==> src/rtl/npu_pkg.sv <==
//==============================================================================
// Module      : npu_pkg
// Description : Shared NPU definitions: conv result geometry, pooling state
//               encoding, and signed helper functions used by the pooling
//               stage.
// Revision    : 1.0 - initial release
//==============================================================================
`timescale 1ns/1ps
`default_nettype none

package npu_pkg;

    // Geometry of the conv_engine_2d result stream.
    localparam int CONV_OUT_W   = 22;
    localparam int CONV_OUT_DIM = 30;

    typedef enum logic [1:0] {
        IDLE = 2'd0,
        RUN  = 2'd1,
        DONE = 2'd2
    } pool_state_t;

    // Signed maximum; on a tie both operands are equal, so either is correct.
    function automatic logic signed [CONV_OUT_W-1:0] smax(
        input logic signed [CONV_OUT_W-1:0] a,
        input logic signed [CONV_OUT_W-1:0] b
    );
        return (a > b) ? a : b;
    endfunction

    // Clamp negative values to zero.
    function automatic logic signed [CONV_OUT_W-1:0] relu(
        input logic signed [CONV_OUT_W-1:0] x
    );
        return x[CONV_OUT_W-1] ? '0 : x;
    endfunction

endpackage

`default_nettype wire

==> src/rtl/pool_row_buffer.sv <==
//==============================================================================
// Module      : pool_row_buffer
// Description : Half-row store of horizontal-pair maxima for the 2x2 pooling
//               window. One synchronous write port, one combinational read
//               port; no reset on the storage so it maps to distributed RAM.
// Ports       : clk       - clock
//               i_wr_en   - write enable
//               i_wr_addr - write index (col/2)
//               i_wr_data - pair maximum to store
//               i_rd_addr - read index (col/2)
//               o_rd_data - stored pair maximum at i_rd_addr
// Revision    : 1.0 - initial release
//==============================================================================
`timescale 1ns/1ps
`default_nettype none

module pool_row_buffer #(
    parameter int DEPTH  = 15,
    parameter int DATA_W = 22,
    parameter int ADDR_W = $clog2(DEPTH)
) (
    input  logic                     clk,
    input  logic                     i_wr_en,
    input  logic [ADDR_W-1:0]        i_wr_addr,
    input  logic signed [DATA_W-1:0] i_wr_data,
    input  logic [ADDR_W-1:0]        i_rd_addr,
    output logic signed [DATA_W-1:0] o_rd_data
);

    logic signed [DATA_W-1:0] r_mem [DEPTH];

    always_ff @(posedge clk) begin
        if (i_wr_en) begin
            r_mem[i_wr_addr] <= i_wr_data;
        end
    end

    assign o_rd_data = r_mem[i_rd_addr];

endmodule

`default_nettype wire

==> src/rtl/maxpool_2x2_stage.sv <==
//==============================================================================
// Module      : maxpool_2x2_stage
// Description : Streaming 2x2 / stride-2 signed max-pooling of the row-major
//               conv result stream. Even rows park horizontal-pair maxima in a
//               half-row buffer; odd rows combine them with their own pair and
//               emit one pooled sample per 2x2 window, one cycle after the
//               window's bottom-right sample.
// Ports       : clk, rst      - clock, synchronous active-high reset
//               start_signal  - arms (or restarts) a frame
//               conv_in       - signed input sample, valid with conv_valid
//               pool_out      - signed pooled maximum, valid with pool_valid
//               done_signal   - one-cycle pulse after the last pooled output
//               busy          - high while in RUN or DONE
// Options     : POOL_RELU_EN  - when defined, samples are clamped at zero
//                               before comparison (pool_out >= 0).
// Revision    : 1.0 - initial release
//==============================================================================
`timescale 1ns/1ps
`default_nettype none

module maxpool_2x2_stage
    import npu_pkg::*;
#(
    parameter int IMG_W  = CONV_OUT_DIM,
    parameter int IMG_H  = CONV_OUT_DIM,
    parameter int DATA_W = CONV_OUT_W
) (
    input  logic                     clk,
    input  logic                     rst,
    input  logic                     start_signal,
    input  logic signed [DATA_W-1:0] conv_in,
    input  logic                     conv_valid,
    output logic signed [DATA_W-1:0] pool_out,
    output logic                     pool_valid,
    output logic                     done_signal,
    output logic                     busy
);

    localparam int c_COL_W  = $clog2(IMG_W);
    localparam int c_ROW_W  = $clog2(IMG_H);
    localparam int c_ADDR_W = c_COL_W - 1;

    pool_state_t r_state;
    pool_state_t w_state_nxt;

    logic [c_COL_W-1:0]       r_col;
    logic [c_ROW_W-1:0]       r_row;
    logic signed [DATA_W-1:0] r_h;
    logic signed [DATA_W-1:0] r_pool_out;
    logic                     r_pool_valid;
    logic                     r_done;

    logic                     w_accept;
    logic                     w_col_last;
    logic                     w_row_last;
    logic                     w_frame_last;
    logic                     w_lb_we;
    logic                     w_emit;
    logic signed [DATA_W-1:0] w_sample;
    logic signed [DATA_W-1:0] w_lb_rd;
    logic signed [DATA_W-1:0] w_pair_max;
    logic signed [DATA_W-1:0] w_win_max;

    // A start in the same cycle as conv_valid takes priority: the sample is
    // dropped and the frame begins with the next valid cycle.
    assign w_accept     = (r_state == RUN) && conv_valid && !start_signal;
    assign w_col_last   = (r_col == c_COL_W'(IMG_W - 1));
    assign w_row_last   = (r_row == c_ROW_W'(IMG_H - 1));
    assign w_frame_last = w_accept && w_col_last && w_row_last;
    assign w_lb_we      = w_accept && !r_row[0] && r_col[0];
    assign w_emit       = w_accept &&  r_row[0] && r_col[0];

`ifdef POOL_RELU_EN
    assign w_sample = relu(conv_in);
`else
    assign w_sample = conv_in;
`endif

    // r_h holds the even-column sample of the current row, so at an odd column
    // w_pair_max is the horizontal pair maximum for either row parity.
    assign w_pair_max = smax(r_h, w_sample);
    assign w_win_max  = smax(w_lb_rd, w_pair_max);

    pool_row_buffer #(
        .DEPTH  (IMG_W / 2),
        .DATA_W (DATA_W),
        .ADDR_W (c_ADDR_W)
    ) u_row_buffer (
        .clk       (clk),
        .i_wr_en   (w_lb_we),
        .i_wr_addr (r_col[c_COL_W-1:1]),
        .i_wr_data (w_pair_max),
        .i_rd_addr (r_col[c_COL_W-1:1]),
        .o_rd_data (w_lb_rd)
    );

    //--------------------------------------------------------------------------
    // State machine
    //--------------------------------------------------------------------------
    always_ff @(posedge clk) begin
        if (rst) begin
            r_state <= IDLE;
        end else begin
            r_state <= w_state_nxt;
        end
    end

    always_comb begin
        w_state_nxt = r_state;
        case (r_state)
            IDLE: if (start_signal) w_state_nxt = RUN;
            RUN: begin
                if (start_signal)      w_state_nxt = RUN;
                else if (w_frame_last) w_state_nxt = DONE;
            end
            DONE: w_state_nxt = start_signal ? RUN : IDLE;
            default: w_state_nxt = IDLE;
        endcase
    end

    //--------------------------------------------------------------------------
    // Position counters
    //--------------------------------------------------------------------------
    always_ff @(posedge clk) begin
        if (rst || start_signal) begin
            r_col <= '0;
            r_row <= '0;
        end else if (w_accept) begin
            if (w_col_last) begin
                r_col <= '0;
                r_row <= w_row_last ? '0 : r_row + c_ROW_W'(1);
            end else begin
                r_col <= r_col + c_COL_W'(1);
            end
        end
    end

    // Even-column holding register; contents are don't-care out of RUN.
    always_ff @(posedge clk) begin
        if (w_accept && !r_col[0]) begin
            r_h <= w_sample;
        end
    end

    //--------------------------------------------------------------------------
    // Output registers
    //--------------------------------------------------------------------------
    always_ff @(posedge clk) begin
        if (rst) begin
            r_pool_out   <= '0;
            r_pool_valid <= 1'b0;
            r_done       <= 1'b0;
        end else begin
            r_pool_valid <= w_emit;
            if (w_emit) begin
                r_pool_out <= w_win_max;
            end
            // DONE lasts one cycle (the final pool_valid); the pulse follows it
            // unless a restart arrives in that cycle.
            r_done <= (r_state == DONE) && !start_signal;
        end
    end

    assign pool_out    = r_pool_out;
    assign pool_valid  = r_pool_valid;
    assign done_signal = r_done;
    assign busy        = (r_state != IDLE);

endmodule

`default_nettype wire

==> config.mk <==
export PLATFORM = sky130hd
export DESIGN_NAME = maxpool_2x2_stage
export DESIGN_NICKNAME = d
export VERILOG_FILES = /design/src/rtl/npu_pkg.sv /design/src/rtl/pool_row_buffer.sv /design/src/rtl/maxpool_2x2_stage.sv
export SDC_FILE = /design/constraint.sdc
export NUM_CORES = 1
export LEC_CHECK = 0
export ABC_AREA = 0
export BUFFER_PORTS_ARGS = -buffer_cell sky130_fd_sc_hd__buf_2
export CAP_MARGIN = 20
export CORE_MARGIN = 1
export CORE_UTILIZATION = 67
export DETAILED_ROUTE_END_ITERATION = 12
export GPL_TIMING_DRIVEN = 0
export PLACE_DENSITY = 0.85
export SYNTH_ARGS = -nofsm -noshare
export SYNTH_HDL_FRONTEND = slang
export SYNTH_SLANG_ARGS = --single-unit
==> constraint.sdc <==
create_clock -name clk -period 8.2 [get_ports clk]
set_clock_uncertainty 0.1 [all_clocks]
set_input_delay 0.82 -clock clk [delete_from_list [all_inputs] [get_ports clk]]
set_output_delay 0.82 -clock clk [all_outputs]
set_load 0.05 [all_outputs]
=== Word-level counts from Yosys, hierarchy flattened ===
Memory sizes are Yosys's and may differ from the RTL's. A register that Yosys moved wholly into a read port is not among the register bits.
Cells that the tools add are included.

* Bits in registers: 58
* Latch bits: 0
* Bits in writable memories: 330
* Bits in read-only memories: 0
* Input bits: 26
* Output and inout port bits: 25
* Logic and storage cells: 49
* Memories kept: 1

* Add/subtract/negate cells: 2
* Multipliers: 0
* Div/mod/pow operators: 0
* Order comparisons: 2
* Eq/ne operators: 6
* Shift operators: 0
* Muxes and demuxes: 13
* Bitwise operators: 0
* Reduce and logical (&&, ||, !) cells: 18

{| class="wikitable"
|+ Memory list
! name !! words !! bits a word !! read ports !! clocked after memory_dff !! wr ports !! line !! text
|-
| u_row_buffer.r_mem || 15 || 22 || 1 || 1 || 1 || pool_row_buffer.sv:30 || <nowiki>logic signed [DATA_W-1:0] r_mem [DEPTH];</nowiki>
|}

{| class="wikitable"
|+ Operator list
! cell !! count
|-
| $gt 22x22->1 || 2
|-
| $mux 22 || 2
|-
| $add 5x1->5 const B || 2
|-
| $eq 5x5->1 const B || 2
|-
| $logic_and 1x1->1 || 10
|-
| $mux 5 || 2
|-
| $mux 4 || 2
|-
| $mux 2 || 3
|-
| $pmux 2 s3 || 1
|-
| $reduce_and 2->1 || 2
|-
| $logic_not 1->1 || 3
|-
| $mux 1 || 3
|-
| $ne 3x3->1 const B || 1
|-
| $eq 2x1->1 const B || 1
|-
| $eq 2x2->1 const B || 1
|-
| $logic_not 2->1 || 1
|-
| $ne 2x2->1 const B || 1
|-
| $reduce_bool 2->1 || 1
|-
| $logic_or 1x1->1 || 1
|}

=== Longest topological paths before layout ===
* Depth in word-level cells: 8
* Gate-level depth with buffers: 20
* Depth with buffers taken out: 17

=== Hierarchy ===
From an unflattened synthesis, not the netlist that was laid out.

* Cells, all modules: 959
* Area, all modules: 16358.2 um2

{| class="wikitable"
|+ Modules (own cells, without submodules)
! module !! instances !! cells an instance !! area an instance (um2) !! sequential area each (um2)
|-
| pool_row_buffer || 1 || 603 || 12699.7 || 9909.5
|-
| maxpool_2x2_stage || 1 || 356 || 3658.5 || 1381.3
|}

=== Worst setup path after synthesis ===
OpenSTA, ideal clock, no wires.

* Kind: input -> register
* Start: input port conv_in[21]
* End: register r_pool_out[12], in the netlist pool_out[12]
* Setup time: 0.128 ns
* Data arrival time: 4.681 ns
* Data required time: 7.972 ns
* Path slack: 3.291 ns
* Stages on the path: 19
* Path buffers: 3
* Path through: inv_1 -> ha_1 -> buf_4 -> nand4_4 -> nor3_1 -> a2111oi_4 -> nand2_4 -> buf_12 -> mux2i_1 -> a2111oi_4 -> ha_1 -> a21oi_1 -> o21ai_1 -> a221o_1 -> a2111o_1 -> mux2_4 -> buf_2 -> a32oi_1 -> o21ai_1

* Cells in the longest elaborated chain, start to end: 4

{| class="wikitable"
|+ Ends and longest elaborated chain
! element !! line !! text
|-
| from (decl) || maxpool_2x2_stage.sv:31 || <nowiki>input logic signed [DATA_W-1:0] conv_in,</nowiki>
|-
| $gt 22x22->1 || npu_pkg.sv:28 || <nowiki>return (a > b) ? a : b;</nowiki>
|-
| $mux 22 (*) || npu_pkg.sv:28 ||
|-
| $gt 22x22->1 || npu_pkg.sv:28 ||
|-
| $mux 22 (*) || npu_pkg.sv:28 ||
|-
| to (signal assigned) || maxpool_2x2_stage.sv:156 || <nowiki>r_pool_out <= w_win_max;</nowiki>
|-
| to (decl) || maxpool_2x2_stage.sv:49 || <nowiki>logic signed [DATA_W-1:0] r_pool_out;</nowiki>
|}

Mark *: on every way between the ends. The rest lies on a longest branch, timed or not.
A chain may end at the register's enable or synchronous reset.

=== Final worst setup path ===
* Start: input port conv_in[21]
* End: register r_pool_out[1], in the netlist pool_out[1]

* Cells in the longest elaborated chain, start to end: 4

{| class="wikitable"
|+ Ends and longest elaborated chain
! element !! line !! text
|-
| $gt 22x22->1 || npu_pkg.sv:28 ||
|-
| $mux 22 || npu_pkg.sv:28 ||
|-
| via u_row_buffer.i_wr_data[0] || pool_row_buffer.sv:25 || <nowiki>input logic signed [DATA_W-1:0] i_wr_data,</nowiki>
|-
| $gt 22x22->1 || npu_pkg.sv:28 ||
|-
| $mux 22 || npu_pkg.sv:28 ||
|}

The timed path passes the listed nets, and every way through them passes these cells.

==> metrics.log <==
[metrics] H-Tree Depth: 2
[metrics] total of cells resized after clock tree synthesis: 0
[metrics] count of cell instances traversed by the critical path: 21
[metrics] distinct cell type count after synthesis: 50
[metrics] Top delay family on crit path: simple AND/OR/NAND/NOR gates
[metrics] hold-fix buffers at CTS: 0
[metrics] Least-Margin Pin Slew: 1042 ps
[metrics] ys flop type: sky130_fd_sc_hd__edfxtp_1
[metrics] count of buffers inserted at the top-level ports: 50
[metrics] antenna violation net count after detailed routing: 0
[metrics] Total Power Consumption: 4.194 mW
[metrics] fraction of registers with async set or reset after synthesis: 0%
[metrics] max-slew violation count: 0
[metrics] net switching component of the power: 956.6 µW
[metrics] arrival time worst endpoint: slightly below 6000 ps
[metrics] summed instance area of the synthesized netlist: about 18,000 µm²
[metrics] DR iter-0 viols: 1,642
[metrics] worst hold stages: 2
[metrics] unrepaired setup endpoints after global routing: false
[metrics] CP max FO: 16
[metrics] vertical die dimension: 164.1 µm
[metrics] post-detailed-routing wire length: 45,380 µm
[metrics] tightest slew margin relative to the limit: 30.17%
[metrics] slowest stage cell on the critical path: sky130_fd_sc_hd__nor4_1
[metrics] die area: 26,940 µm²
[metrics] Max Cap Viol: 0
[metrics] Starting Density: between 60% and 70%
[metrics] row cnt: a little under 60
[metrics] Critical Path Max Stage Delay: 750 ps
[metrics] maximum clock insertion buffer count: 3
[metrics] growth of design area from synthesis to finish: 12.28%
[metrics] power per unit of standard cell area: 212.1 nW/µm²
[metrics] CP Data Required Time: between 8000 and 9000 ps
[metrics] final global-route overflow total: 0
[metrics] worst setup path category: input port to flip-flop
[metrics] number of buffer and inverter stages on the critical path: 6
[metrics] sequential area share after synthesis: 64.56%
[metrics] layer with the highest usage after global routing: met2
[metrics] Num CTS Buffers: 39
[metrics] met1 Track Usage GR: between 40% and 50%
[metrics] Overall Global Routing Usage: 34.99%
[metrics] number of enable flip-flop cells after synthesis: 352
[metrics] leading cell type in the layout, fill and taps excluded: sky130_fd_sc_hd__edfxtp_1
[metrics] DRC Markers: 0
[metrics] cells along the critical path: buf_2 -> inv_1 -> ha_1 -> buf_4 -> nand4_4 -> nor4_4 -> nand2_1 -> clkbuf_1 -> nand3_1 -> a21oi_1 -> nor4_1 -> inv_1 -> ha_1 -> nand2b_1 -> a21oi_1 -> o31a_1 -> a2111o_1 -> mux2_4 -> buf_2 -> a32oi_1 -> o21ai_1
[metrics] element type at the critical path start: input port
[metrics] RePlAce Congestion: 0.9065
[metrics] vias in the first global route: 11,016
[metrics] TritonCTS clock tree: done
[metrics] period utilisation layout: about two thirds
[metrics] number of iterations in the first detailed-routing pass: 8
[metrics] met2 demand-to-capacity share in global routing: between 50% and 60%
[metrics] Via Count: 10,862
[metrics] Clock Root Buffer: sky130_fd_sc_hd__clkbuf_16
[metrics] Post-CTS Setup Inserts: 0
[metrics] share of cells above drive strength 1: 22.80%
[metrics] post-DR wirelength/cell: between 20 and 30 µm
[metrics] worst r2r path cells: 18
[metrics] time the worst path needs with I/O delays and setup: 5578 ps
[metrics] nature of the critical path endpoint: flip-flop
[metrics] total clock sinks: 392
[metrics] placeable core region: approximately 25,000 µm²
[metrics] type of the worst min-delay path: flip-flop to flip-flop
[metrics] first-pass GRT wire length: roughly 67,000 µm
[metrics] number of antenna violations at the first check in global routing: 0
[metrics] HPWL reported at the end of detailed placement: 27,810 µm
[metrics] die width: 164.1 µm
[metrics] n_diodes: 0
[metrics] part of the total power dissipated in the clock network: 39.7%
[metrics] commonest non-fill, non-tap cells in the layout: 352 x sky130_fd_sc_hd__edfxtp_1, 88 x sky130_fd_sc_hd__mux4_2, 67 x sky130_fd_sc_hd__buf_2
[metrics] grt met3 use: 9.520%
[metrics] maximum number of pins on one net before global-route repair: 23
[metrics] number of warning messages in the yosys log: 0
[metrics] Synth Net Count: about 1,100
[metrics] Seq pwr share: roughly 53%
[metrics] register bit count reported by yosys: slightly below 400
[metrics] Post-Syn Area per Cell: 16.54 µm²
[metrics] relative contribution of combinational cells to total power: under 10%
[metrics] Leakage: 6.594 nW
[metrics] Synth Instances: 1,065
[metrics] Clock transition at path regs: roughly 60 ps
[metrics] outcome: complete, no violations
[metrics] I/O pins: 51
[metrics] highest attainable clock frequency: 179.3 MHz
[metrics] Switching Share: 22.81%
[metrics] number of nets in the finished design: about 1,200
[metrics] Pint: between 3 and 4 mW
[metrics] total setup violations reported at the end of the flow: 0
[metrics] worst ir drop on vdd: slightly above 0.2 mV
[metrics] mean number of vias per cell: approximately 7.1
[metrics] latest clock arrival within the worst-skew pair: 550 ps
[metrics] Fin Setup TNS: 0 ps
[metrics] total count of hold-check failures in the final report: 0
## cells in the mapped netlist, types with 2 or more instances
cell | count | area, µm²
sky130_fd_sc_hd__nor3_1 | 8 | 40.04
sky130_fd_sc_hd__a2111oi_4 | 22 | 605.6
sky130_fd_sc_hd__nand2_1 | 41 | 153.9
sky130_fd_sc_hd__buf_1 | 5 | 18.77
sky130_fd_sc_hd__buf_4 | 3 | 22.52
sky130_fd_sc_hd__mux2i_1 | 65 | 650.6
sky130_fd_sc_hd__o21ai_1 | 22 | 110.1
sky130_fd_sc_hd__mux4_2 | 88 | 1982
sky130_fd_sc_hd__xor2_1 | 5 | 43.79
sky130_fd_sc_hd__a21oi_1 | 22 | 110.1
sky130_fd_sc_hd__inv_1 | 51 | 191.4
sky130_fd_sc_hd__dfxtp_1 | 40 | 800.8
sky130_fd_sc_hd__ha_1 | 48 | 600.6
sky130_fd_sc_hd__buf_12 | 2 | 40.04
sky130_fd_sc_hd__nand3_1 | 51 | 255.2
sky130_fd_sc_hd__buf_6 | 2 | 22.52
sky130_fd_sc_hd__buf_2 | 16 | 80.08
sky130_fd_sc_hd__a211oi_1 | 3 | 22.52
sky130_fd_sc_hd__a21boi_0 | 2 | 15.01
sky130_fd_sc_hd__xnor2_1 | 2 | 17.52
sky130_fd_sc_hd__a32oi_1 | 22 | 192.7
sky130_fd_sc_hd__nand4_1 | 10 | 62.56
sky130_fd_sc_hd__nor4bb_1 | 3 | 30.03
sky130_fd_sc_hd__nand2b_1 | 47 | 294.0
sky130_fd_sc_hd__edfxtp_1 | 352 | 10570
sky130_fd_sc_hd__clkbuf_1 | 31 | 116.4
sky130_fd_sc_hd__and4_1 | 2 | 17.52
sky130_fd_sc_hd__nor2_1 | 50 | 187.7
sky130_fd_sc_hd__o21ai_0 | 29 | 145.1
## per-stage QoR
step	cell area [µm²]	worst slack, ps	hold slack, ps	instances	utilization, %
after global placement	18280	2219	350.8	1445	71.75
after floorplan	17610	3291	350.6	1065	-
after CTS	19760	2848	377.3	1531	77.59
after global routing	19780	2567	383.4	1532	77.64
final	19780	2622	380.7	1532	77.64
after detailed placement	18600	2376	364.4	1459	73.03
## layer usage
layer | vias to the layer above | wire, µm | part of all wire [%]
li1 | 4416 | - | -
met1 | 5361 | 15790 | 35
met2 | 859 | 21810 | 48
met3 | 226 | 5201 | 11
met4 | 0 | 2582 | 5.7
met5 | - | 0 | 0
## worst min-delay path: cells and delay by family, from the launching register on
family          cells  cell delay [ps]
flops               1              330
compound gates      2              120
## worst paths after layout
kind,slack (ps),start,endpoint
worst max-delay path,2620,conv_in[21],pool_out[1]
worst min-delay path,380,pool_out[18],pool_out[18]
worst max register to register,2690,r_h[17],pool_out[1]
worst min register to register,380,pool_out[18],pool_out[18]
## registers in the layout (all words and copies together) (netlist names), named ones only
name / count
pool_out: 22
r_state: 2
done_signal: 1
pool_valid: 1
r_col: 5
r_h: 22
r_row: 5
u_row_buffer.r_mem: 330
## logic make-up (layout without fill, tap and decap cells)
kind of cell | Yosys count | count (layout) | synth area share (%)
xor+xnor | 7 | 7 | 0.3481
mux | 154 | 154 | 15.03
flops | 392 | 392 | 64.56
fa+ha+maj | 48 | 48 | 3.410
compound gates | 130 | 130 | 7.253
simple gates | 224 | 224 | 6.607
buf+inv | 110 | 247 | 2.792
## cell type report
| type | count | area [µm²] |
|---|---|---|
| Buffer | 59 | 300.3 |
| Clock buffer | 49 | 1013 |
| Clock inverter | 23 | 148.9 |
| Fill cell | 1358 | 5697 |
| Inverter | 51 | 191.4 |
| Multi-Input combinational cell | 563 | 5856 |
| Sequential cell | 392 | 11370 |
| Tap cell | 330 | 412.9 |
| Timing Repair Buffer | 65 | 481.7 |
## power groups by stage
stage | Sequential, mW | Clock, mW | Combinational [mW]
2_1_floorplan | 2.26 | 0 | 0.198
3_3_place_gp | 2.27 | 0 | 0.273
3_5_place_dp | 2.27 | 0 | 0.290
4_1_cts | 2.22 | 1.66 | 0.295
5_1_grt | 2.22 | 1.74 | 0.322
6_report | 2.22 | 1.67 | 0.305
Note: power is estimated with default switching activity, not from simulation.
